`config.mk`:
```
export PLATFORM = sky130hd
export DESIGN_NAME = tx_packet_scheduler
export DESIGN_NICKNAME = d
export VERILOG_FILES = /design/src/rtl/tx_sched_pkg.sv /design/src/rtl/interval_timer.sv /design/src/rtl/tx_packet_scheduler.sv
export SDC_FILE = /design/constraint.sdc
export NUM_CORES = 1
export LEC_CHECK = 0
export CAP_MARGIN = 10
export CORE_MARGIN = 2
export CORE_UTILIZATION = 54
export DETAILED_ROUTE_END_ITERATION = 16
export GPL_TIMING_DRIVEN = 0
export HOLD_SLACK_MARGIN = 0.05
export PLACE_DENSITY = 0.81
export SLEW_MARGIN = 20
export SYNTH_ARGS = -nofsm -noshare
export SYNTH_HDL_FRONTEND = slang
export SYNTH_HIERARCHICAL = 1
export SYNTH_SLANG_ARGS = --single-unit
```
`constraint.sdc`:
```
create_clock -name clk -period 4.4 [get_ports clk]
set_input_delay 0.44 -clock clk [delete_from_list [all_inputs] [get_ports clk]]
set_output_delay 0.44 -clock clk [all_outputs]
set_load 0.02 [all_outputs]
```
`src/rtl/tx_sched_pkg.sv`:
```
// ---------------------------------------------------------------------------
// tx_sched_pkg
// Shared definitions for the TX packet scheduler:
//   - default datapath widths (interval counter, segment, copy, sequence)
//   - width of the saturating overrun counter
//   - scheduler FSM state encoding
// ---------------------------------------------------------------------------
package tx_sched_pkg;

    localparam int CNT_W = 28;  // interval counter / max_count width
    localparam int SEG_W = 16;  // segment index width
    localparam int RED_W = 8;   // redundancy copy index width
    localparam int SEQ_W = 32;  // burst sequence number width
    localparam int OVR_W = 16;  // overrun counter width (saturating)

    typedef enum logic {
        IDLE = 1'b0,  // waiting for an interval tick
        SEND = 1'b1   // burst in progress, offering requests
    } state_e;

endpackage : tx_sched_pkg

```
`src/rtl/interval_timer.sv`:
```
// ---------------------------------------------------------------------------
// interval_timer
// Free-running interval counter producing a one-cycle tick every
// max_count+1 cycles while enabled.
//
// Ports:
//   clk        in   TX clock
//   rst_n      in   asynchronous active-low reset
//   enable     in   run/stop; when low the counter is held at zero
//   max_count  in   terminal count; period = max_count+1 cycles
//   tick       out  high in the cycle where the counter reaches max_count
// ---------------------------------------------------------------------------
module interval_timer
    import tx_sched_pkg::*;
#(
    parameter int TIMER_W = CNT_W
) (
    input  logic               clk,
    input  logic               rst_n,
    input  logic               enable,
    input  logic [TIMER_W-1:0] max_count,
    output logic               tick
);

    logic [TIMER_W-1:0] cnt_q;
    logic [TIMER_W-1:0] cnt_d;

    // '>=' rather than '==' so that shrinking max_count below the current
    // count wraps on the next cycle instead of running the full counter range.
    always_comb begin
        tick  = enable && (cnt_q >= max_count);
        cnt_d = '0;
        if (enable && !tick) begin
            cnt_d = cnt_q + TIMER_W'(1);
        end
    end

    // NOTE: sequential state is updated with non-blocking assignments only, so
    // every register samples the pre-edge value of every other register.
    always_ff @(posedge clk or negedge rst_n) begin
        if (!rst_n) begin
            cnt_q <= '0;
        end else begin
            cnt_q <= cnt_d;
        end
    end

endmodule : interval_timer

```
`src/rtl/tx_packet_scheduler.sv`:
```
// ---------------------------------------------------------------------------
// tx_packet_scheduler
// Turns the decoded rate/burst configuration into a stream of per-packet
// transmit requests. Each interval tick launches a burst of
// max(segment_num_max,1) x max(redundancy,1) requests, offered one at a time
// to the frame builder over a valid/ready handshake. Ticks that arrive while
// a burst is still running are dropped and counted.
//
// Ports:
//   clk, rst_n        TX clock (125 MHz), asynchronous active-low reset
//   enable            run/stop for the interval timer
//   max_count         interval terminal value (period = max_count+1 cycles)
//   segment_num_max   segments per burst (0 treated as 1)
//   redundancy        copies per segment (0 treated as 1)
//   pkt_valid/ready   request handshake towards the frame builder
//   pkt_seq           burst sequence number (same for all beats of a burst)
//   pkt_segment       segment index within burst, 0-based
//   pkt_copy          copy index within segment, 0-based
//   pkt_last          final request of the burst
//   busy              burst in progress
//   overrun_cnt       ticks dropped during a burst, saturating
// ---------------------------------------------------------------------------
module tx_packet_scheduler #(
    parameter int CNT_W = tx_sched_pkg::CNT_W,
    parameter int SEG_W = tx_sched_pkg::SEG_W,
    parameter int RED_W = tx_sched_pkg::RED_W,
    parameter int SEQ_W = tx_sched_pkg::SEQ_W
) (
    input  logic             clk,
    input  logic             rst_n,
    input  logic             enable,
    input  logic [CNT_W-1:0] max_count,
    input  logic [SEG_W-1:0] segment_num_max,
    input  logic [RED_W-1:0] redundancy,
    output logic             pkt_valid,
    input  logic             pkt_ready,
    output logic [SEQ_W-1:0] pkt_seq,
    output logic [SEG_W-1:0] pkt_segment,
    output logic [RED_W-1:0] pkt_copy,
    output logic             pkt_last,
    output logic             busy,
    output logic [15:0]      overrun_cnt
);

    import tx_sched_pkg::*;

    state_e           state_q, state_d;
    logic             tick;
    logic             handshake;
    logic             last_beat;

    // Burst shape latched at burst start; later input changes are ignored
    // until the scheduler is back in IDLE.
    logic [SEG_W-1:0] seg_max_q, seg_max_d;
    logic [RED_W-1:0] red_q,     red_d;
    logic [SEG_W-1:0] seg_idx_q, seg_idx_d;
    logic [RED_W-1:0] copy_q,    copy_d;
    logic [SEQ_W-1:0] seq_q,     seq_d;
    logic [OVR_W-1:0] ovr_q,     ovr_d;

    interval_timer #(
        .TIMER_W   (CNT_W)
    ) u_timer (
        .clk       (clk),
        .rst_n     (rst_n),
        .enable    (enable),
        .max_count (max_count),
        .tick      (tick)
    );

    // pkt_ready only qualifies the handshake; it never feeds pkt_valid.
    // last_beat is gated with SEND so it reads 0 while idle.
    assign handshake = (state_q == SEND) && pkt_ready;
    assign last_beat = (state_q == SEND)
                    && (seg_idx_q == seg_max_q - SEG_W'(1))
                    && (copy_q    == red_q     - RED_W'(1));

    // -------------------------------------------------------------------
    // FSM: state register
    // -------------------------------------------------------------------
    always_ff @(posedge clk or negedge rst_n) begin
        if (!rst_n) begin
            state_q <= IDLE;
        end else begin
            state_q <= state_d;
        end
    end

    // -------------------------------------------------------------------
    // FSM: next-state logic
    // -------------------------------------------------------------------
    // NOTE: every combinational output gets a default before any branch, so
    // no path leaves it unassigned and no latch is inferred.
    always_comb begin
        state_d = state_q;
        unique case (state_q)
            IDLE: if (tick)                   state_d = SEND;
            SEND: if (handshake && last_beat) state_d = IDLE;
            default:                          state_d = IDLE;
        endcase
    end

    // -------------------------------------------------------------------
    // FSM: outputs (all derived from registered state)
    // -------------------------------------------------------------------
    always_comb begin
        pkt_valid   = (state_q == SEND);
        busy        = (state_q == SEND);
        pkt_last    = last_beat;
        pkt_seq     = seq_q;
        pkt_segment = seg_idx_q;
        pkt_copy    = copy_q;
        overrun_cnt = ovr_q;
    end

    // -------------------------------------------------------------------
    // Burst datapath: latched shape, beat indices, sequence, overrun
    // -------------------------------------------------------------------
    always_comb begin
        seg_max_d = seg_max_q;
        red_d     = red_q;
        seg_idx_d = seg_idx_q;
        copy_d    = copy_q;
        seq_d     = seq_q;
        ovr_d     = ovr_q;

        if (state_q == IDLE && tick) begin
            seg_max_d = (segment_num_max == '0) ? SEG_W'(1) : segment_num_max;
            red_d     = (redundancy == '0)      ? RED_W'(1) : redundancy;
            seg_idx_d = '0;
            copy_d    = '0;
        end

        // Copies of a segment go out back-to-back before the next segment.
        // The final beat returns the indices to 0 so idle outputs match reset.
        if (handshake) begin
            if (last_beat) begin
                seg_idx_d = '0;
                copy_d    = '0;
                seq_d     = seq_q + SEQ_W'(1);
            end else if (copy_q < red_q - RED_W'(1)) begin
                copy_d    = copy_q + RED_W'(1);
            end else begin
                copy_d    = '0;
                seg_idx_d = seg_idx_q + SEG_W'(1);
            end
        end

        // A tick in SEND, including one coinciding with the final beat, is
        // dropped rather than queued.
        if (state_q == SEND && tick && ovr_q != '1) begin
            ovr_d = ovr_q + OVR_W'(1);
        end
    end

    always_ff @(posedge clk or negedge rst_n) begin
        if (!rst_n) begin
            seg_max_q <= SEG_W'(1);
            red_q     <= RED_W'(1);
            seg_idx_q <= '0;
            copy_q    <= '0;
            seq_q     <= '0;
            ovr_q     <= '0;
        end else begin
            seg_max_q <= seg_max_d;
            red_q     <= red_d;
            seg_idx_q <= seg_idx_d;
            copy_q    <= copy_d;
            seq_q     <= seq_d;
            ovr_q     <= ovr_d;
        end
    end

endmodule : tx_packet_scheduler

```
## Yosys cells after proc, flatten, opt, wreduce, memory -nomap -nowiden

Index checks and enable logic that the tools add are counted.

| cells by class | value |
|---|---|
| add/subtract/negate cells | 7 |
| $lt $le $gt $ge | 2 |
| equality and inequality tests | 3 |
| multiplexer cells | 14 |
| bitwise logic cells | 1 |
| reduce and logical (&&, ||, !) cells | 14 |

Operators with widths:

| kind | number |
|---|---|
| 16-bit 2-to-1 mux | 5 |
| 8-bit 2-to-1 mux | 5 |
| 16-bit by 1-bit adder with 16-bit output (second input constant) | 2 |
| 32-bit by 1-bit adder with 32-bit output (second input constant) | 1 |
| 28-bit by 1-bit adder with 28-bit output (second input constant) | 1 |
| 28-bit >= comparator | 1 |
| 28-bit 2-to-1 mux | 1 |
| 16-bit equality test | 1 |
| 16-bit zero test | 1 |
| 16-bit inequality test (second input constant) | 1 |
| 16-bit by 1-bit subtractor with 16-bit output (second input constant) | 1 |
| 1-bit logical AND | 9 |
| 8-bit by 1-bit adder with 8-bit output (second input constant) | 1 |
| 8-bit equality test | 1 |
| 8-bit zero test | 1 |
| 8-bit < comparator | 1 |
| 8-bit by 1-bit subtractor with 8-bit output (second input constant) | 1 |
| 1-bit 2-to-1 mux | 2 |
| 1-bit case mux with 2 select lines | 1 |
| 2-bit AND reduction | 1 |
| 2-bit nonzero test | 1 |
| 1-bit zero test | 1 |
| 1-bit NOT | 1 |

| word-level totals | value |
|---|---|
| bits in registers | 125 |
| bits of input ports | 56 |
| output and inout bits | 75 |
| logic and storage cells | 49 |

## Depth between registers and ports, before layout

Gate-level depths: netlist of run 1.

| depth | value |
|---|---|
| depth in word-level cells | 7 |
| depth in mapped cells | 14 |
| mapped depth without buffers | 13 |

## Modules after synthesis

The synthesis of run 1 kept the hierarchy.

Modules (own cells, without submodules):

| module | times used | cells an instance | area an instance (um2) | sequential area each (um2) |
|---|---|---|---|---|
| tx_packet_scheduler | 1 | 562 | 5505.3 | 2429.8 |
| interval_timer | 1 | 239 | 2113.3 | 700.7 |

## Worst setup path before layout of run 1

OpenSTA, ideal clock, no wires.

| path | value |
|---|---|
| path type | flip-flop to flip-flop |
| from | register red_q[0] |
| to | register seg_idx_q[0] (netlist: pkt_segment[0]) |
| arrival time | 3.168 ns |
| path slack | 1.107 ns |
| stages on the path, launching flop included | 13 |
| cell sequence | dfstp_2 -> inv_1 -> ha_1 -> nand2_1 -> nor3_1 -> xnor2_1 -> ha_1 -> nand4_1 -> a211oi_1 -> nand4_1 -> nor4_1 -> o31ai_1 -> mux2_2 |

| on the way | value |
|---|---|
| word-level cells in the longest chain between the ends | 5 |
| elaborated cells between the ends (all ways) | 7 |
| classes of those cells | 1 x add/sub; 1 x order compare; 1 x eq/ne; 3 x mux; 1 x reduce/logical |

RTL lines:

| element | RTL line | RTL |
|---|---|---|
| start: declaration | tx_packet_scheduler.sv:55 | `logic [RED_W-1:0] red_q, red_d;` |
| start signal: assignment | tx_packet_scheduler.sv:166 | `red_q <= red_d;` |
| 8-bit by 1-bit subtractor with 8-bit output | tx_packet_scheduler.sv:76 | `&& (copy_q == red_q - RED_W'(1));` |
| 8-bit equality test | tx_packet_scheduler.sv:76 |  |
| 1-bit logical AND | tx_packet_scheduler.sv:76 |  |
| named net pkt_last | tx_packet_scheduler.sv:40 | `output logic pkt_last,` |
| 16-bit 2-to-1 mux | tx_packet_scheduler.sv:137 | `if (last_beat) begin` |
| 16-bit 2-to-1 mux | tx_packet_scheduler.sv:136 | `if (handshake) begin` |
| named net seg_idx_d[0] | tx_packet_scheduler.sv:56 | `logic [SEG_W-1:0] seg_idx_q, seg_idx_d;` |
| end signal: assignment | tx_packet_scheduler.sv:167 | `seg_idx_q <= seg_idx_d;` |
| end: declaration | tx_packet_scheduler.sv:56 |  |

The timed path passes the listed nets, and every way through them passes these cells.
A chain may end at the register's enable or synchronous reset.

## Worst setup path after layout of run 1

| path | value |
|---|---|
| from | register red_q[2] |
| to | output pkt_last |

| on the way | value |
|---|---|
| word-level cells in the longest chain between the ends | 3 |

RTL lines:

| element | RTL line |
|---|---|
| 8-bit by 1-bit subtractor with 8-bit output | tx_packet_scheduler.sv:76 |
| 8-bit equality test | tx_packet_scheduler.sv:76 |
| 1-bit logical AND | tx_packet_scheduler.sv:76 |
| end: declaration | tx_packet_scheduler.sv:40 |

No other way between the ends.

==> metrics.yaml, run 1 <==
status: "finished, final reports clean"
wl_per_cell_um: 17.0
clock.fmax_mhz: 234
synth_cell_types: 59
synth_area_mm2: 0.00762
min_period_ns: 4.27
cts_tree: "yes"
rsz0062_at_grt: "false"
cts.sinks: 125
hold_viol: 0
synth_edf_count: 0
power.total_mw: 3.35
start_kind: "flop"
dieWidth_um: 123
ant_nets: 0
drt_iter0_markers: 597
num_antenna_cells: 0
avgViaCountPerCell: 5.86
numPortBuffers: 130
grt_pass1_vias: 6539
synth.area.top_cells: "dfrtp_1 40%, xnor2_1 8.7%, ha_1 7.1%"
drt_pre_antenna_iters: 5
yosys_warnings: 6
synth_seq_cells: 125
vias: 6713
place_hpwl_um: 14000
tightestPinTransition_ns: 0.744
grt_usage_pct: 26.6
p_leak_nw: 4.19
whs_path_depth: 1
finClkSkew_ns: 0.00817
die-area_mm2: 0.0151
ys_seq_area_share_pct: 41.1
drive_gt1_share_pct: 8.39
slew_viol_final: 0
drc_errors: 0
syn_nets: 900
worstReg2RegStart: "u_timer/cnt_q[23]$_DFF_PN0_"
grt_pass1_wl_um: 31700
synth_top_area_share_pct: 40.4
critical_path_class: "flop to output port"
rows: 43
cts.clk_slew.worst_paths_ns: 0.06
cts_max_path_buffers: 2
start_util_pct: 55.1
nets: 1051
cp.required_ns: 3.96
grt_use_met2_pct: 43.3
yosysTopAreaCell: "dfrtp_1"
timing.reg2reg.setup_slack_ns: 0.55
setup_viol: 0
power_density_mw_per_mm2: 342
min_period_over_period_pct: 97.0
vdd_drop_max_v: 0.000306
gp_congestion: 0.917
endpoint_kind: "output port"
grt_busiest_layer: "met2"
synth.avg_cell_area_um2: 9.51
clock-root-buffer: "clkbuf_16"
drt-total-wl_um: 19400
nFillCells: 1053
grt_remaining_overflow: 0
io_pins: 131
hold-path-endpoint: "pkt_seq[31]$_DFFE_PN0P_"
post-route-util_pct: 71.0
async_flop_share_pct: 100
crit_path_max_fanout: 4
syn_inst: 801
core_region_area_mm2: 0.0138
grt_util_met1_pct: 34.4
hp-class: "flop to flop"
worstSkewPairLatency_ns: 0.42
synth_ff_type: "dfrtp_1"
r2r_cells: 12
hp-start: "pkt_seq[31]$_DFFE_PN0P_"
place_inst: 1112
cts_made_buffers: 17
instances_no_fill: 1145
die_h_um: 123
htreeDepth: 4
relSlewSlack_pct: 49.8
maxCapViolations: 0
holdWs_ns: 0.482
grt_max_degree: 76
grt_use_met3_pct: 6.83
antenna_found_initial: 0
arrival_ns: 3.83
reg2reg_to: "overrun_cnt[12]$_DFFE_PN0P_"
area_growth_pct: 28.8
-- metrics by stage --
step           instance area [um^2]  setup slack (ns)  setup TNS, ns
2_1_floorplan                  7620              1.11              0
6_report                       9810             0.132              0
4_1_cts                        9810             0.138              0
3_5_place_dp                   9170             0.106              0
3_3_place_gp                   9150             -2.02        -248.07
5_1_grt                        9810            0.0284              0
-- cells in the final DEF, fill, tap and decap left out, types with 3 or more instances in the layout --
master	n
clkdlybuf4s50_1	129
inv_1	46
nor2_1	33
or4_1	9
a21o_1	4
clkinvlp_4	4
clkbuf_8	3
nand2_1	65
mux2_2	22
ha_1	43
clkbuf_1	19
xor2_1	25
nand3_1	49
o2bb2ai_1	5
nor4_1	17
o21a_1	3
clkinv_4	3
nor3_1	54
bufinv_16	3
buf_2	10
o41ai_1	6
or3_1	3
and3_1	22
and4_1	11
nor4_2	3
nor2b_1	4
o21ai_0	25
nor3b_1	4
buf_6	3
o211ai_1	5
nand4_1	36
nand2b_1	7
a21oi_1	20
dfrtp_1	123
and2_1	6
clkbuf_16	17
a31oi_1	6
xnor2_1	76
-- registers in the layout, indices dropped and copies added (netlist names) --
| signal | count |
|---|---|
| pkt_copy | 8 |
| busy | 1 |
| seg_max_q | 16 |
| pkt_segment | 16 |
| overrun_cnt | 16 |
| u_timer/cnt_q | 28 |
| pkt_seq | 32 |
| red_q | 8 |
-- routing by layer --
metal,vias up,share of wire (%)
met1,3237,43
li1,3204,-
met2,240,48
met4,0,1.9
met3,32,7.1
met5,-,0
-- power by group --
part,leakage [nW],total (mW),internal [mW],switching [mW]
clock,0.295,1.46,0.938,0.522
sequential,1.69,1.29,1.21,0.0844
combinational,2.20,0.602,0.270,0.332
-- Yosys cell counts, types with 3 or more instances --
cell and instances:
a21o_1 4, a21oi_1 20, a31oi_1 6, and2_1 6, and3_1 22, and4_1 11, buf_2 10, clkbuf_1 19
dfrtp_1 123, ha_1 43, inv_1 46, mux2_2 22, nand2_1 65, nand2b_1 7, nand3_1 49, nand4_1 36
nor2_1 33, nor2b_1 4, nor3_1 54, nor3b_1 4, nor4_1 17, nor4_2 3, o211ai_1 5, o21a_1 3
o21ai_0 25, o2bb2ai_1 5, o41ai_1 6, or3_1 3, or4_1 9, xnor2_1 76, xor2_1 25
-- layout make-up --
| type | count | area (um^2) | share of cell area, % |
|---|---|---|---|
| multi-input cells | 597 | 4160 | 42.4 |
| flip-flops and latches | 125 | 3130 | 31.9 |
| repair buffers | 132 | 1340 | 13.7 |
| clock buffers | 20 | 467 | 4.76 |
| well taps | 180 | 225 | 2.30 |
| inverters | 46 | 173 | 1.76 |
| clock inverters | 12 | 160 | 1.63 |
| plain buffers | 33 | 159 | 1.62 |
-- worst max path at each step --
stage	depth (start not counted)	start	to
2_1_floorplan	12	red_q[0]$_DFFE_PN1P_	pkt_segment[0]$_DFF_PN0_
5_1_grt	10	red_q[2]$_DFFE_PN0P_	pkt_last
3_3_place_gp	1	rst_n	pkt_segment[11]$_DFF_PN0_
3_5_place_dp	14	max_count[27]	overrun_cnt[12]$_DFFE_PN0P_
4_1_cts	10	red_q[2]$_DFFE_PN0P_	pkt_last
6_report	10	red_q[2]$_DFFE_PN0P_	pkt_last
-- cell families (layout without fill, tap and decap cells) --
logic type	Yosys count	count (layout)	synth area share [%]
simple gates	331	331	23.7
flops	125	125	41.1
xor+xnor	101	101	11.6
compound gates	100	100	8.92
buf+inv	79	243	4.35
fa+ha+maj	43	43	7.06
mux	22	22	3.25
-- what timing repair did --
item | 4_1_cts | 5_1_grt
buffers inserted | 0 | 0
endpoints found under the setup margin | 0 | 0
hold endpoints to repair | 50 | 0
resized for setup | 0 | 0
hold buffers | 1 | 0
-- critical path, stage by stage (launching register included) --
cell and delay [ns]:
dfrtp_1 0.42, nor2_1 0.16, nand3_1 0.14, nor4_1 0.30, xnor2_1 0.15, ha_1 0.31
nand4_1 0.16, a211oi_1 0.28, nand4_1 0.14, nor4_1 0.61, clkdlybuf4s50_1 0.73
Note: power is estimated with default switching activity, not from simulation.
==> run 2: changes to the inputs <==
- CORE_MARGIN: 2 -> unset
- CTS_CLUSTER_SIZE: unset -> 10
- RECOVER_POWER: unset -> 100
==> metrics.yaml, run 2 (synthesized netlist as in run 1, its figures left out) <==
grt_pass1_wl_um: 31400  # -0.79%
htreeDepth: 4  # unchanged
relSlewSlack_pct: -129  # -180 points
largest_reg_flops: 32  # unchanged
dieWidth_um: 121  # -1.6%
mostFrequentLayoutCells: "123 x dfrtp_1, 76 x xnor2_1, 76 x dlygate4sd3_1"
worstSkewPairLatency_ns: 0.42  # about the same
hold_viol: 0  # unchanged
drt_iter0_markers: 604  # +1.2%
power.total_mw: 3.27  # -2.4%
finClkSkew_ns: 0.00754  # -0.000627 ns
min_period_ns: 4.17  # -0.102 ns
power_density_mw_per_mm2: 335  # -1.9%
place_inst: 1112  # unchanged
clock-root-buffer: "clkbuf_16"
drt_pre_antenna_iters: 5  # unchanged
holdWs_ns: 0.475  # -0.00708 ns
clock.fmax_mhz: 240  # +2.4%
setup_viol: 0  # unchanged
cp.required_ns: 3.96  # about the same
area_growth_pct: 28.1
numPortBuffers: 130  # unchanged
p_int_mw: 2.33  # -3.4%
die_h_um: 121  # -1.6%
avgViaCountPerCell: 5.85  # -0.30%
maxCapViolations: 1  # +1
fin_ws_ns: 0.233  # +0.102 ns
rows: 43  # unchanged
setup-tns-final_ns: 0  # unchanged
switching_share_pct: 28.7  # +0.69 points
drc_errors: 0  # unchanged
antenna_found_initial: 0  # unchanged
drive_gt1_share_pct: 7.67  # -0.73 points
pwr-share-clk_pct: 42.6  # -0.9 points
die-area_mm2: 0.0146  # -3.2%
comb_power_share_pct: 17.9  # about the same
min_period_over_period_pct: 94.7  # -2.3 points
crit_path_max_fanout: 7  # +3
start_util_pct: 55.1  # unchanged
io_pins: 131  # unchanged
place_hpwl_um: 13800  # -1.5%
p_leak_nw: 4.40  # +5.0%
netSwitchingPower_mw: 0.938  # about the same
seqPwrFrac_pct: 39.4  # +0.9 points
nets: 1051  # unchanged
rsz0062_at_grt: "false"
gp_congestion: 0.924  # +0.73%
cts_made_buffers: 17  # unchanged
arrival_ns: 3.73  # -0.10 ns
core_region_area_mm2: 0.0138  # unchanged
cts.sinks: 125  # unchanged
post-route-util_pct: 70.6  # -0.38 points
hp-class: "flop to flop"
vdd_drop_max_v: 0.000283  # -7.7%
placed_cell_area_mm2: 0.00917  # unchanged
ant_nets: 0  # unchanged
status: "finished, violations left"
cts_setup_buffers: 0  # unchanged
start_kind: "flop"
vias: 6693  # -0.30%
design_area_mm2: 0.00976  # -0.54%
cts_max_path_buffers: 2  # unchanged
slew_viol_final: 63  # +63
post_cts_resize_count: 0  # unchanged
layout_commonest_cell: "dfrtp_1"
critical_path_class: "flop to output port"
grt_usage_pct: 27.4  # +0.80 points
dp_slack_ns: 0.0124  # -0.0938 ns
grt_pass1_vias: 6412  # -1.9%
tightestPinTransition_ns: 3.43  # +2.69 ns
cts.clk_slew.worst_paths_ns: 0.06  # about the same
grt_remaining_overflow: 0  # unchanged
cts_tree: "yes"
num_antenna_cells: 0  # unchanged
wl_per_cell_um: 16.5  # -2.7%
violations: "capacitance limit, slew limit"
drt-total-wl_um: 18900  # -2.7%
grt_max_degree: 64  # -16%
instances_no_fill: 1145  # unchanged
endpoint_kind: "output port"
-- run 2: cell types whose count changed in the layout (fill, tap and decap cells not counted), sizes merged --
cell           previous run  this run
bufinv                    3         2
buf                      16        10
clkbuf                   39        45
inv                      47        49
clkinvlp                  4         3
dlygate4sd3               1        76
clkdlybuf4s50           129        54
-- run 2: layout make-up --
class	instances	area, um^2
Buffer	33	154
Clock buffer	20	457
Clock inverter	12	136
Fill cell	1079	4070
Inverter	46	173
Multi-Input combinational cell	597	4150
Sequential cell	125	3130
Tap cell	180	225
Timing Repair Buffer	132	1330
-- run 2: power groups by stage --
stage               clock network, mW  registers [mW]  logic [mW]
finish                           1.40            1.29       0.587
global route                     1.47            1.30       0.652
CTS                              1.42            1.29       0.597
detailed placement                  0            1.31       0.589
global placement                    0            1.31       0.574
floorplan                           0            1.32       0.341
-- run 2: final timing paths --
path                                               start                          end  slack (ns)  cells past startpoint
worst max-delay path            seg_max_q[0]$_DFFE_PN1P_                     pkt_last        0.23                      9
worst min-delay path             pkt_seq[31]$_DFFE_PN0P_      pkt_seq[31]$_DFFE_PN0P_        0.47                      1
worst max register to register      red_q[0]$_DFFE_PN1P_      pkt_seq[23]$_DFFE_PN0P_        0.38                     13
max in group asynchronous                          rst_n  overrun_cnt[12]$_DFFE_PN0P_        0.73                      2
min in group asynchronous                          rst_n    pkt_segment[14]$_DFF_PN0_        1.73                      2
worst min register to register   pkt_seq[31]$_DFFE_PN0P_      pkt_seq[31]$_DFFE_PN0P_        0.47                      1
-- run 2: per-layer routing --
metal	up-vias	track usage, %	wire length (um)
met5	-	0	0
met4	0	7.64	217
met3	22	7.08	1230
met2	217	44.4	8970
met1	3248	36.4	8480
li1	3206	-	-
-- run 2: timing repair --
action | CTS | global route
endpoints found under the setup margin | 0 | 0
hold endpoints to repair | 61 | 0
hold buffers | 1 | 0
-- run 2: worst max-delay path: stages (launching register included) --
cell           delay [ns]
dfstp_2              0.36
clkbuf_1             0.15
inv_1                0.09
ha_1                 0.20
nand2b_1             0.20
or4b_1               0.59
a211oi_1             0.30
nand4_1              0.13
nor4_1               0.53
dlygate4sd3_1        0.75
